--- src/rtl/npc_pkg.sv ---
// Shared decode types for the npc core: immediate-type codes, opcode
// constants and the XLEN-independent part of a decoded instruction bundle.
package npc_pkg;

  typedef enum logic [2:0] {
    IMM_I    = 3'd0,
    IMM_U    = 3'd1,
    IMM_S    = 3'd2,
    IMM_B    = 3'd3,
    IMM_J    = 3'd4,
    IMM_NONE = 3'd5
  } imm_t;

  localparam logic [6:0] OPC_LUI     = 7'b0110111;
  localparam logic [6:0] OPC_AUIPC   = 7'b0010111;
  localparam logic [6:0] OPC_JAL     = 7'b1101111;
  localparam logic [6:0] OPC_JALR    = 7'b1100111;
  localparam logic [6:0] OPC_BRANCH  = 7'b1100011;
  localparam logic [6:0] OPC_LOAD    = 7'b0000011;
  localparam logic [6:0] OPC_STORE   = 7'b0100011;
  localparam logic [6:0] OPC_OPIMM   = 7'b0010011;
  localparam logic [6:0] OPC_OP      = 7'b0110011;
  localparam logic [6:0] OPC_OPIMM32 = 7'b0011011;
  localparam logic [6:0] OPC_OP32    = 7'b0111011;
  localparam logic [6:0] OPC_SYSTEM  = 7'b1110011;
  localparam logic [6:0] OPC_FENCE   = 7'b0001111;

  // Fixed-width decoded fields; the XLEN-wide pc and imm travel beside this
  // struct so that no bits go unused when XLEN is narrower than 64.
  typedef struct packed {
    logic [6:0] op;
    logic [2:0] func3;
    logic [6:0] func7;
    logic [4:0] rd;
    logic [4:0] rs1;
    logic [4:0] rs2;
    imm_t       imm_type;
    logic       illegal;
  } idu_bundle_t;

  localparam idu_bundle_t BUNDLE_RST = '{
    op:       7'd0,
    func3:    3'd0,
    func7:    7'd0,
    rd:       5'd0,
    rs1:      5'd0,
    rs2:      5'd0,
    imm_type: IMM_NONE,
    illegal:  1'b0
  };

endpackage

--- src/rtl/idu_immgen.sv ---
// Combinational opcode classification and immediate generation.
// Picks the immediate format from the opcode, flags opcodes outside the
// legal set, and sign-extends the 32-bit immediate from inst[31] to XLEN.
module idu_immgen
  import npc_pkg::*;
#(
  parameter int XLEN     = 32,
  parameter bit RV64_OPS = (XLEN == 64)
) (
  input  logic [31:0]     inst,
  output logic [XLEN-1:0] imm,
  output imm_t            imm_type,
  output logic            illegal
);

  logic signed [31:0] imm32_p0;

  function automatic logic signed [XLEN-1:0] sext32(input logic signed [31:0] v);
    return XLEN'(v);
  endfunction

  // Classify the opcode, then assemble the 32-bit immediate for that format.
  always_comb begin
    imm_type = IMM_NONE;
    illegal  = 1'b0;
    imm32_p0 = '0;
    case (inst[6:0])
      OPC_LUI, OPC_AUIPC: imm_type = IMM_U;
      OPC_JAL:            imm_type = IMM_J;
      OPC_JALR, OPC_LOAD, OPC_OPIMM, OPC_SYSTEM, OPC_FENCE:
                          imm_type = IMM_I;
      OPC_STORE:          imm_type = IMM_S;
      OPC_BRANCH:         imm_type = IMM_B;
      OPC_OP:             imm_type = IMM_NONE;
      OPC_OPIMM32: begin
        if (RV64_OPS) imm_type = IMM_I;
        else          illegal  = 1'b1;
      end
      OPC_OP32: begin
        if (!RV64_OPS) illegal = 1'b1;
      end
      default:            illegal  = 1'b1;
    endcase
    case (imm_type)
      IMM_I:   imm32_p0 = {{20{inst[31]}}, inst[31:20]};
      IMM_U:   imm32_p0 = {inst[31:12], 12'b0};
      IMM_S:   imm32_p0 = {{20{inst[31]}}, inst[31:25], inst[11:7]};
      IMM_B:   imm32_p0 = {{19{inst[31]}}, inst[31], inst[7], inst[30:25], inst[11:8], 1'b0};
      IMM_J:   imm32_p0 = {{11{inst[31]}}, inst[31], inst[19:12], inst[20], inst[30:21], 1'b0};
      default: imm32_p0 = '0;
    endcase
  end

  assign imm = sext32(imm32_p0);

endmodule

--- src/rtl/idu_pipe.sv ---
// Registered instruction decode stage with a two-entry skid buffer.
// M drives the outputs, S catches one extra instruction when downstream
// stalls; in_ready is simply !S.v so it never depends on out_ready.
// Optional: define IDU_PIPE_TRACE_EN for a simulation trace of every
// output transfer with a running 64-bit transfer count.
module idu_pipe
  import npc_pkg::*;
#(
  parameter int XLEN     = 32,
  parameter bit RV64_OPS = (XLEN == 64)
) (
  input  logic            clk,
  input  logic            rst,
  input  logic            flush,
  input  logic            in_valid,
  output logic            in_ready,
  input  logic [31:0]     in_inst,
  input  logic [XLEN-1:0] in_pc,
  output logic            out_valid,
  input  logic            out_ready,
  output logic [XLEN-1:0] out_pc,
  output logic [6:0]      out_op,
  output logic [2:0]      out_func3,
  output logic [6:0]      out_func7,
  output logic [4:0]      out_rd,
  output logic [4:0]      out_rs1,
  output logic [4:0]      out_rs2,
  output logic [XLEN-1:0] out_imm,
  output logic [2:0]      out_imm_type,
  output logic            out_illegal
);

  // ---- stage p0: decode at the input ----
  logic [XLEN-1:0] imm_p0;
  imm_t            imm_type_p0;
  logic            illegal_p0;
  idu_bundle_t     dec_p0;

  idu_immgen #(
    .XLEN     (XLEN),
    .RV64_OPS (RV64_OPS)
  ) u_immgen (
    .inst     (in_inst),
    .imm      (imm_p0),
    .imm_type (imm_type_p0),
    .illegal  (illegal_p0)
  );

  // Gather the fixed-width decoded fields for the incoming instruction.
  always_comb begin
    dec_p0          = BUNDLE_RST;
    dec_p0.op       = in_inst[6:0];
    dec_p0.func3    = in_inst[14:12];
    dec_p0.func7    = in_inst[31:25];
    dec_p0.rd       = in_inst[11:7];
    dec_p0.rs1      = in_inst[19:15];
    dec_p0.rs2      = in_inst[24:20];
    dec_p0.imm_type = imm_type_p0;
    dec_p0.illegal  = illegal_p0;
  end

  // ---- stage p1: main (M) and skid (S) registers ----
  idu_bundle_t     m_p1, s_p1;
  logic [XLEN-1:0] m_pc_p1, m_imm_p1, s_pc_p1, s_imm_p1;
  logic            m_vld_p1, s_vld_p1;
  logic            in_fire, out_fire, m_take;

  assign in_ready = ~s_vld_p1;
  assign in_fire  = in_valid & in_ready;
  assign out_fire = m_vld_p1 & out_ready;
  // M can take a new entry when it is empty or its contents leave this cycle.
  assign m_take   = out_fire | ~m_vld_p1;

  // Occupancy: flush empties both entries; otherwise M refills from S first,
  // then from the input, and the input spills into S when M is held.
  always_ff @(posedge clk or posedge rst) begin
    if (rst) begin
      m_vld_p1 <= 1'b0;
      s_vld_p1 <= 1'b0;
    end else if (flush) begin
      m_vld_p1 <= 1'b0;
      s_vld_p1 <= 1'b0;
    end else if (m_take) begin
      m_vld_p1 <= s_vld_p1 | in_fire;
      s_vld_p1 <= 1'b0;
    end else if (in_fire) begin
      s_vld_p1 <= 1'b1;
    end
  end

  // Payload movement matching the occupancy rules above; M only changes when
  // it is free, so outputs hold still while stalled.
  always_ff @(posedge clk or posedge rst) begin
    if (rst) begin
      m_p1     <= BUNDLE_RST;
      s_p1     <= BUNDLE_RST;
      m_pc_p1  <= '0;
      m_imm_p1 <= '0;
      s_pc_p1  <= '0;
      s_imm_p1 <= '0;
    end else if (!flush) begin
      if (m_take) begin
        if (s_vld_p1) begin
          m_p1     <= s_p1;
          m_pc_p1  <= s_pc_p1;
          m_imm_p1 <= s_imm_p1;
        end else if (in_fire) begin
          m_p1     <= dec_p0;
          m_pc_p1  <= in_pc;
          m_imm_p1 <= imm_p0;
        end
      end else if (in_fire) begin
        s_p1     <= dec_p0;
        s_pc_p1  <= in_pc;
        s_imm_p1 <= imm_p0;
      end
    end
  end

  assign out_valid    = m_vld_p1;
  assign out_pc       = m_pc_p1;
  assign out_op       = m_p1.op;
  assign out_func3    = m_p1.func3;
  assign out_func7    = m_p1.func7;
  assign out_rd       = m_p1.rd;
  assign out_rs1      = m_p1.rs1;
  assign out_rs2      = m_p1.rs2;
  assign out_imm      = m_imm_p1;
  assign out_imm_type = m_p1.imm_type;
  assign out_illegal  = m_p1.illegal;

`ifdef IDU_PIPE_TRACE_EN
  logic [63:0] trace_cnt;

  // Print each instruction as it leaves the stage, numbered from reset.
  always_ff @(posedge clk or posedge rst) begin
    if (rst) begin
      trace_cnt <= '0;
    end else if (out_fire) begin
      trace_cnt <= trace_cnt + 64'd1;
      $display("idu_pipe #%0d pc=%h op=%b f3=%h f7=%h rd=%0d rs1=%0d rs2=%0d imm=%h type=%s ill=%b",
               trace_cnt, m_pc_p1, m_p1.op, m_p1.func3, m_p1.func7, m_p1.rd,
               m_p1.rs1, m_p1.rs2, m_imm_p1, m_p1.imm_type.name(), m_p1.illegal);
    end
  end
`endif

endmodule

--- config.mk ---
export PLATFORM = sky130hd
export DESIGN_NAME = idu_pipe
export DESIGN_NICKNAME = d
export VERILOG_FILES = /design/src/rtl/npc_pkg.sv /design/src/rtl/idu_immgen.sv /design/src/rtl/idu_pipe.sv
export SDC_FILE = /design/constraint.sdc
export NUM_CORES = 1
export LEC_CHECK = 0
export BUFFER_PORTS_ARGS = -buffer_cell sky130_fd_sc_hd__buf_4
export CAP_MARGIN = 20
export CORE_ASPECT_RATIO = 1.1
export CORE_MARGIN = 5
export CORE_UTILIZATION = 41
export CTS_BUF_LIST = sky130_fd_sc_hd__clkbuf_4 sky130_fd_sc_hd__clkbuf_8
export DETAILED_ROUTE_END_ITERATION = 12
export PLACE_DENSITY = 0.61
export SYNTH_ARGS = -nofsm -noshare
export SYNTH_HDL_FRONTEND = slang
export SYNTH_SLANG_ARGS = --single-unit
export TNS_END_PERCENT = 30
--- constraint.sdc ---
create_clock -name clk -period 14.05 [get_ports clk]
set_clock_uncertainty 0.15 [all_clocks]
set_input_delay 2.1075 -clock clk [delete_from_list [all_inputs] [get_ports clk]]
set_output_delay 2.1075 -clock clk [all_outputs]
set_load 0.02 [all_outputs]
==> out/results.tsv, run 1 <==
metric	value	unit
number of flops mapped to enable cells by yosys	0	
Post-DP HPWL	14.97	mm
Worst-path clk slew	60	ps
power per cell area	144.3	mW/mm^2
CTS tree	built	
Slew Limit Fails	0	
layout cell share with drive strength beyond 1	0.2418	
final count of hold timing violations	0	
Total Power	1.586	mW
syn_nets	997	
Post-Synthesis Cell Area	0.008881	mm^2
crit-path max FO	103	
DIE HEIGHT	164.4	um
drt first-iter violations	311	
Post-CTS Setup Bufs	0	
GRT Residual Overflow	0	
largest area contributor in the netlist	dfrtp_1	
Fin Setup TNS	0	ps
H-Tree Depth	2	
required time of the critical path	14290	ps
GP Congestion	0.8214	
TritonRoute pass-1 iters	4	
Gate power share	0.190	
CP most frequent cell	buf_4	
worst skew pair latency	500	ps
Arr. time, crit path	4890	ps
Post-synth top flop	dfrtp_1	
synth-to-layout area growth	23.72	%
MaxCap Viol Count	0	
Area contributors post-synth	dfrtp_1, nand2_1, mux2i_1, o21ai_0, nor2_1	
slowest stage cell, crit path	buf_4	
Achievable Freq	215.2	MHz
Die ar.	0.02471	mm^2
LEAKAGE	5.225	nW
period utilization	0.3307	
DRC viols	0	
Cell variety after synth	52	
vias per inst	5.049	
Num Clock Sinks	202	
setup slack, reg-to-reg	10610	ps
via count	7018	
Seq/Total Area, Yosys	0.5697	
GRT Total Usage	0.1912	
Yosys warnings	0	
Max VDD drop	0.06498	mV
initial antenna violation count	1	
Filler Cell Count	2015	
startpoint types	primary input	
root buffer cell	clkbuf_8	
nets@finish	1148	
Synth Register Bits	202	
Async S/R FF share, synth	1.000	
Port Buf Inserts	170	
status	finished, final reports clean	
CP delay by family, top	simple AND/OR/NAND/NOR gates	
Synth Instances	928	
crit path capture type	register	
Antenna Nets Post-Route	0	
clock group share of total power	0.336	
Initial Utilization	0.4169	
post-synth top area share	0.5579	
Post-Route WL	23.54	mm
Clock Path Buffers	3	
Slew HR	0.3492	
syn_area_per_cell	9.570	um^2
first-pass GRT wire length	37.58	mm
sw frac	0.2912	
core footprint	0.02130	mm^2
ordered list of cells on the worst path	buf_4 > nor2b_1 > or3_4 > buf_4 > nor2_4 > o21a_1 > a221o_1	
worst min path class	register to register	
P_int	1.124	mW
Finish-stage setup viols	0	
min cycle time layout	4647	ps
worst slew pin tran	976.2	ps
number of global-route vias before repair	7079	
switching power	461.8	uW
FP Rows	56	
Die Wd	150.3	um
RSZ-0062 raised after global routing	false	
largest net degree at the start of global routing	134	
number of buffers and inverters on the critical path	2	
crit-path max cell delay	870	ps
post_cts resized	0	
Inserted Clock Buffers	36	
Flop pwr share	0.474	
# IOs	171	
Min Hold Slack	320.5	ps
antenna cells	0	
hold_buf cts	0	
crit path kind	primary input to register	
drt wl/cell	16.93	um
==> layout by cell type, fill, tap and decap left out, types with 2 or more instances in the layout <==
master,netlist,final
o31ai_1,2,2
a21oi_2,2,2
o21ai_1,12,12
clkbuf_8,0,40
and3_1,11,10
and4b_1,2,2
and2_1,2,2
nor2_2,2,2
nor3_1,7,7
mux2i_1,65,65
a31oi_2,2,2
a22oi_2,4,4
or3_1,4,4
nand2_1,311,311
a221o_1,6,6
nand4_1,2,2
a31oi_1,26,26
nor3b_2,1,2
buf_4,4,176
nand3_1,5,4
nor2b_1,2,2
nand2b_1,2,2
dfrtp_1,198,197
clkbuf_4,0,18
inv_1,6,5
o21ai_0,90,90
nand3_4,1,2
a21oi_1,10,10
a22oi_1,19,19
nor2_1,46,46
dfstp_2,4,4
==> final cells by class <==
type	count	area, um^2	share of cell area
Multi-Input combinational cell	656	3516	0.3200
Clock inverter	1	5.005	0.0004555
Inverter	7	33.78	0.003074
Sequential cell	202	5064	0.4608
Tap cell	290	362.8	0.03302
Clock buffer	58	685.7	0.06240
Timing Repair Buffer	176	1321	0.1202
==> power by group through the flow <==
stage                     clock network, mW  logic, mW  registers, mW
after floorplan                           0      0.131          0.801
final                                 0.533      0.302          0.751
after detailed placement                  0      0.307          0.762
after global placement                    0      0.301          0.758
after global routing                  0.576      0.338          0.765
after CTS                             0.549      0.308          0.752
==> worst register-to-register path, delay by kind of cell, from the launching register on <==
kind	cells	cell delay (ps)
AND/OR/NAND/NOR	3	1050
AO/OA/AOI/OAI	2	580
buffers and inverters	1	880
flip-flops	1	670
==> cells in the mapped netlist, types with 5 or more instances <==
cell type,count
dfrtp_1,198
a31oi_1,26
and3_1,11
nor2_1,46
nand2_1,311
a22oi_1,19
o21ai_1,12
o21ai_0,90
inv_1,6
nand3_1,5
a221o_1,6
clkbuf_1,33
a21oi_1,10
mux2i_1,65
buf_2,21
nor3_1,7
==> logic make-up after synthesis <==
logic type,Yosys count,share of synthesized area
muxes,65,0.07326
AOI/OAI and AO/OA,183,0.1285
buffers and inverters,70,0.03762
and+or+nand+nor,408,0.1909
DFF,202,0.5697
==> routing by layer <==
metal  routed length [um]  global-route usage  part of all wire  vias to the layer above
met5                   13                   0           0.00055                        -
li1                     -                   -                 -                     3428
met4                  473             0.05740             0.020                        2
met3                 1593             0.04801             0.068                       35
met2                11000              0.3025              0.47                      181
met1                10460              0.2606              0.44                     3372
==> through the flow <==
stage,cells,setup slack [ps],instance area [um^2],utilization
2_1_floorplan,928,6288,8881,-
3_3_place_gp,1331,8917,10300,0.4834
3_5_place_dp,1331,8849,10300,0.4834
4_1_cts,1390,9386,10990,0.5159
5_1_grt,1390,9180,10990,0.5159
6_report,1390,9403,10990,0.5159
==> worst paths after layout <==
path,start,endpoint,depth (start not counted)
max,out_ready,out_imm[10]$_DFFE_PP0P_,7
min,s_p1[22]$_DFFE_PP0P_,s_p1[22]$_DFFE_PP0P_,2
max reg2reg,s_vld_p1$_DFFE_PP0P_,out_imm[10]$_DFFE_PP0P_,6
min reg2reg,s_p1[22]$_DFFE_PP0P_,s_p1[22]$_DFFE_PP0P_,2
max in group asynchronous,rst,s_pc_p1[4]$_DFFE_PP0P_,3
min in group asynchronous,rst,out_rs1[1]$_DFFE_PP0P_,2
==> state kept, by name, indices dropped and copies added (netlist names), 5 cells and up <==
name,count
out_func7,7
out_imm,32
out_op,7
out_pc,32
out_rd,5
out_rs1,5
out_rs2,5
s_imm_p1,32
s_p1,36
s_pc_p1,32
Power figures use the tool's default switching activity.
==> inputs of run 2 (changes only) <==
--- a/config.mk
+++ b/config.mk
@@ -5,6 +5,7 @@
 export SDC_FILE = /design/constraint.sdc
 export NUM_CORES = 1
 export LEC_CHECK = 0
+export ABC_AREA = 1
 export BUFFER_PORTS_ARGS = -buffer_cell sky130_fd_sc_hd__buf_4
 export CAP_MARGIN = 20
 export CORE_ASPECT_RATIO = 1.1
==> constraint.sdc (replaced) <==
create_clock -name clk -period 4.86 [get_ports clk]
set_clock_uncertainty 0.15 [all_clocks]
set_input_delay 0.729 -clock clk [delete_from_list [all_inputs] [get_ports clk]]
set_output_delay 0.729 -clock clk [all_outputs]
set_load 0.02 [all_outputs]
==> out/results.tsv, run 2 <==
metric	value	unit	change
GP Congestion	0.7938		-3.4%
CTS tree	built		
syn_area_per_cell	7.656	um^2	-20%
root buffer cell	clkbuf_8		
crit-path max FO	79		-23%
Inserted Clock Buffers	36		unchanged
Flop pwr share	0.459		-0.015
Max VDD drop	0.1740	mV	+170%
clock group share of total power	0.359		+0.023
max FFs per register	36		unchanged
drt wl/cell	14.40	um	-15%
DIE HEIGHT	168.9	um	+2.8%
worst skew pair latency	510	ps	about the same
via count	8081		+15%
period utilization	0.7266		
synth cell count leaders	nand2_1, o21ai_0, dfrtp_1		
Slew HR	0.4149		+0.06563
DRC viols	0		unchanged
Clock Path Buffers	3		unchanged
Post-synth top flop	dfrtp_1		
H-Tree Depth	2		unchanged
Fin Setup TNS	0	ps	unchanged
worst slew pin tran	874.5	ps	-101.7 ps
Seq/Total Area, Yosys	0.5378		-0.03197
nets@finish	1440		+25%
worst r2r src	s_vld_p1$_DFFE_PP0P_		
post-synth top area share	0.5266		-0.03131
most frequent cells in the layout	nand2_1, o21ai_0, dfrtp_1		
initial antenna violation count	0		-1
MaxCap Viol Count	0		unchanged
GRT Residual Overflow	0		unchanged
Worst-path clk slew	60	ps	about the same
CP delay by family, top	buffers and inverters		
ordered list of cells on the worst path	inv_4 > buf_4 > buf_4		
core footprint	0.02271	mm^2	+6.6%
TritonRoute pass-1 iters	5		+1
vias per inst	4.762		-5.7%
setup slack, reg-to-reg	1800	ps	-8810 ps
Finish-stage setup viols	0		unchanged
status	finished, final reports clean		
Cell variety after synth	20		-62%
Yosys warnings	0		unchanged
largest register by flop count	s_p1		
synth-to-layout area growth	23.28	%	
number of buffers and inverters on the critical path	3		+1
Antenna Nets Post-Route	0		unchanged
crit path kind	register to output pin		
CP most frequent cell	buf_4		
first-pass GRT wire length	41.02	mm	+9.1%
number of global-route vias before repair	7839		+11%
Area after DPL	0.01081	mm^2	+5.0%
Die Wd	154.4	um	+2.7%
Slew Limit Fails	0		unchanged
sw frac	0.2886		-0.002582
worst min path class	primary input to asynchronous set/reset pin		
Area contributors post-synth	dfrtp_1, nand2_1, o21ai_0, nor2_1, inv_1		
hold_buf cts	0		unchanged
# IOs	171		unchanged
Die ar.	0.02608	mm^2	+5.6%
Gate power share	0.182		-0.008
Achievable Freq	283.2	MHz	
Arr. time, crit path	2650	ps	-2240 ps
largest area contributor in the netlist	dfrtp_1		
number of flops mapped to enable cells by yosys	0		unchanged
Async S/R FF share, synth	1.000		unchanged
drt first-iter violations	606		+95%
Final Cell Area	0.01160	mm^2	+5.6%
P_int	3.285	mW	+190%
Synth Instances	1229		+32%
crit path capture	in_ready		
GRT Total Usage	0.1894		-0.001836
syn_nets	1298		+30%
layout cell share with drive strength beyond 1	0.1918		-0.04998
r2r endpoint	out_illegal$_DFFE_PP0P_		
Critical Path Stages	3		-4
LEAKAGE	6.648	nW	+27%
Initial Utilization	0.4142		-0.002707
Post-DP HPWL	16.14	mm	+7.8%
FP Rows	58		+3.6%
largest net degree at the start of global routing	145		+8.2%
most common cell in the netlist	nand2_1		
final count of hold timing violations	0		unchanged
crit-path max cell delay	690	ps	-180 ps
Setup crit start	s_vld_p1$_DFFE_PP0P_		
Post-Route WL	24.43	mm	+3.8%
switching power	1.333	mW	+190%
Num Clock Sinks	202		unchanged
Port Buf Inserts	170		unchanged
commonest non-fill, non-tap cell in the layout	nand2_1		
Synth Register Bits	202		unchanged
crit path capture type	output pin		
power per cell area	398.0	mW/mm^2	+180%
slowest stage cell, crit path	buf_4		
antenna cells	0		unchanged
startpoint types	register		
post_cts resized	0		unchanged
required time of the critical path	3980	ps	-10,310 ps
RSZ-0062 raised after global routing	false		
Post-CTS Setup Bufs	0		unchanged
Post-Synthesis Cell Area	0.009409	mm^2	+5.9%
cells on worst reg2reg path	7		+1
min cycle time layout	3531	ps	
[run 2: changes by cell type after synthesis, sizes merged, moves of 6 or more]
cell	change
a22oi	-23
nor3	-9
mux2i	-65
clkbuf	-8
buf	+20
nor2	+50
and3	-11
o21ai	+124
a221o	-6
nand3	+35
inv	+82
a31oi	-28
nand2	+167
[run 2: worst min path at each step]
stage	end	startpoint	slack, ps
after floorplan	s_p1[10]$_DFFE_PP0P_	s_p1[10]$_DFFE_PP0P_	300
after global placement	s_pc_p1[4]$_DFFE_PP0P_	s_pc_p1[4]$_DFFE_PP0P_	310
after detailed placement	s_imm_p1[30]$_DFFE_PP0P_	s_imm_p1[30]$_DFFE_PP0P_	320
after CTS	out_valid$_DFFE_PP0N_	flush	280
after global routing	out_valid$_DFFE_PP0N_	flush	300
final	s_pc_p1[5]$_DFFE_PP0P_	rst	290
[run 2: stage by stage]
stage	cells	util	setup slack, ps	hold WS, ps	total power, mW
final	1697	0.5107	1329	286.0	4.617
after global placement	1631	0.4749	1638	311.1	2.980
after detailed placement	1632	0.4761	1694	315.7	3.001
after floorplan	1229	-	1368	297.9	2.625
after CTS	1696	0.5100	1291	279.6	4.684
after global routing	1697	0.5107	1115	296.9	4.887
[run 2: kinds of logic (layout without fill, tap and decap cells)]
family          Yosys count  count (layout)  share of synthesized area
compound gates          242             242                     0.1289
simple gates            621             621                     0.2582
flops                   202             202                     0.5378
buf+inv                 164             332                    0.07513
[run 2: power groups by stage]
| stage | logic, mW | clock network [mW] | registers (mW) |
|---|---|---|---|
| after floorplan | 0.355 | 0 | 2.27 |
| after global placement | 0.843 | 0 | 2.14 |
| after detailed placement | 0.856 | 0 | 2.14 |
| after CTS | 0.858 | 1.71 | 2.12 |
| after global routing | 0.947 | 1.78 | 2.16 |
| final | 0.842 | 1.66 | 2.12 |
[run 2: worst min-delay path: stages]
cell        delay [ps]
buf_4              120
clkinvlp_4          80
buf_12             510
[run 2: final cells by class]
type,instances,area (um^2)
sequential,202,5060
clock buffer,60,750.7
multi-input combinational,863,3657
fill,2251,11110
tap,300,375.4
clock inverter,4,20.02
inverter,89,340.3
timing repair buffer,179,1396
[run 2: routing by layer]
layer / part of all wire / global-route usage
met1: 0.46 / 0.2690
met2: 0.46 / 0.2986
met3: 0.056 / 0.03707
met4: 0.022 / 0.05031
met5: 0 / 0
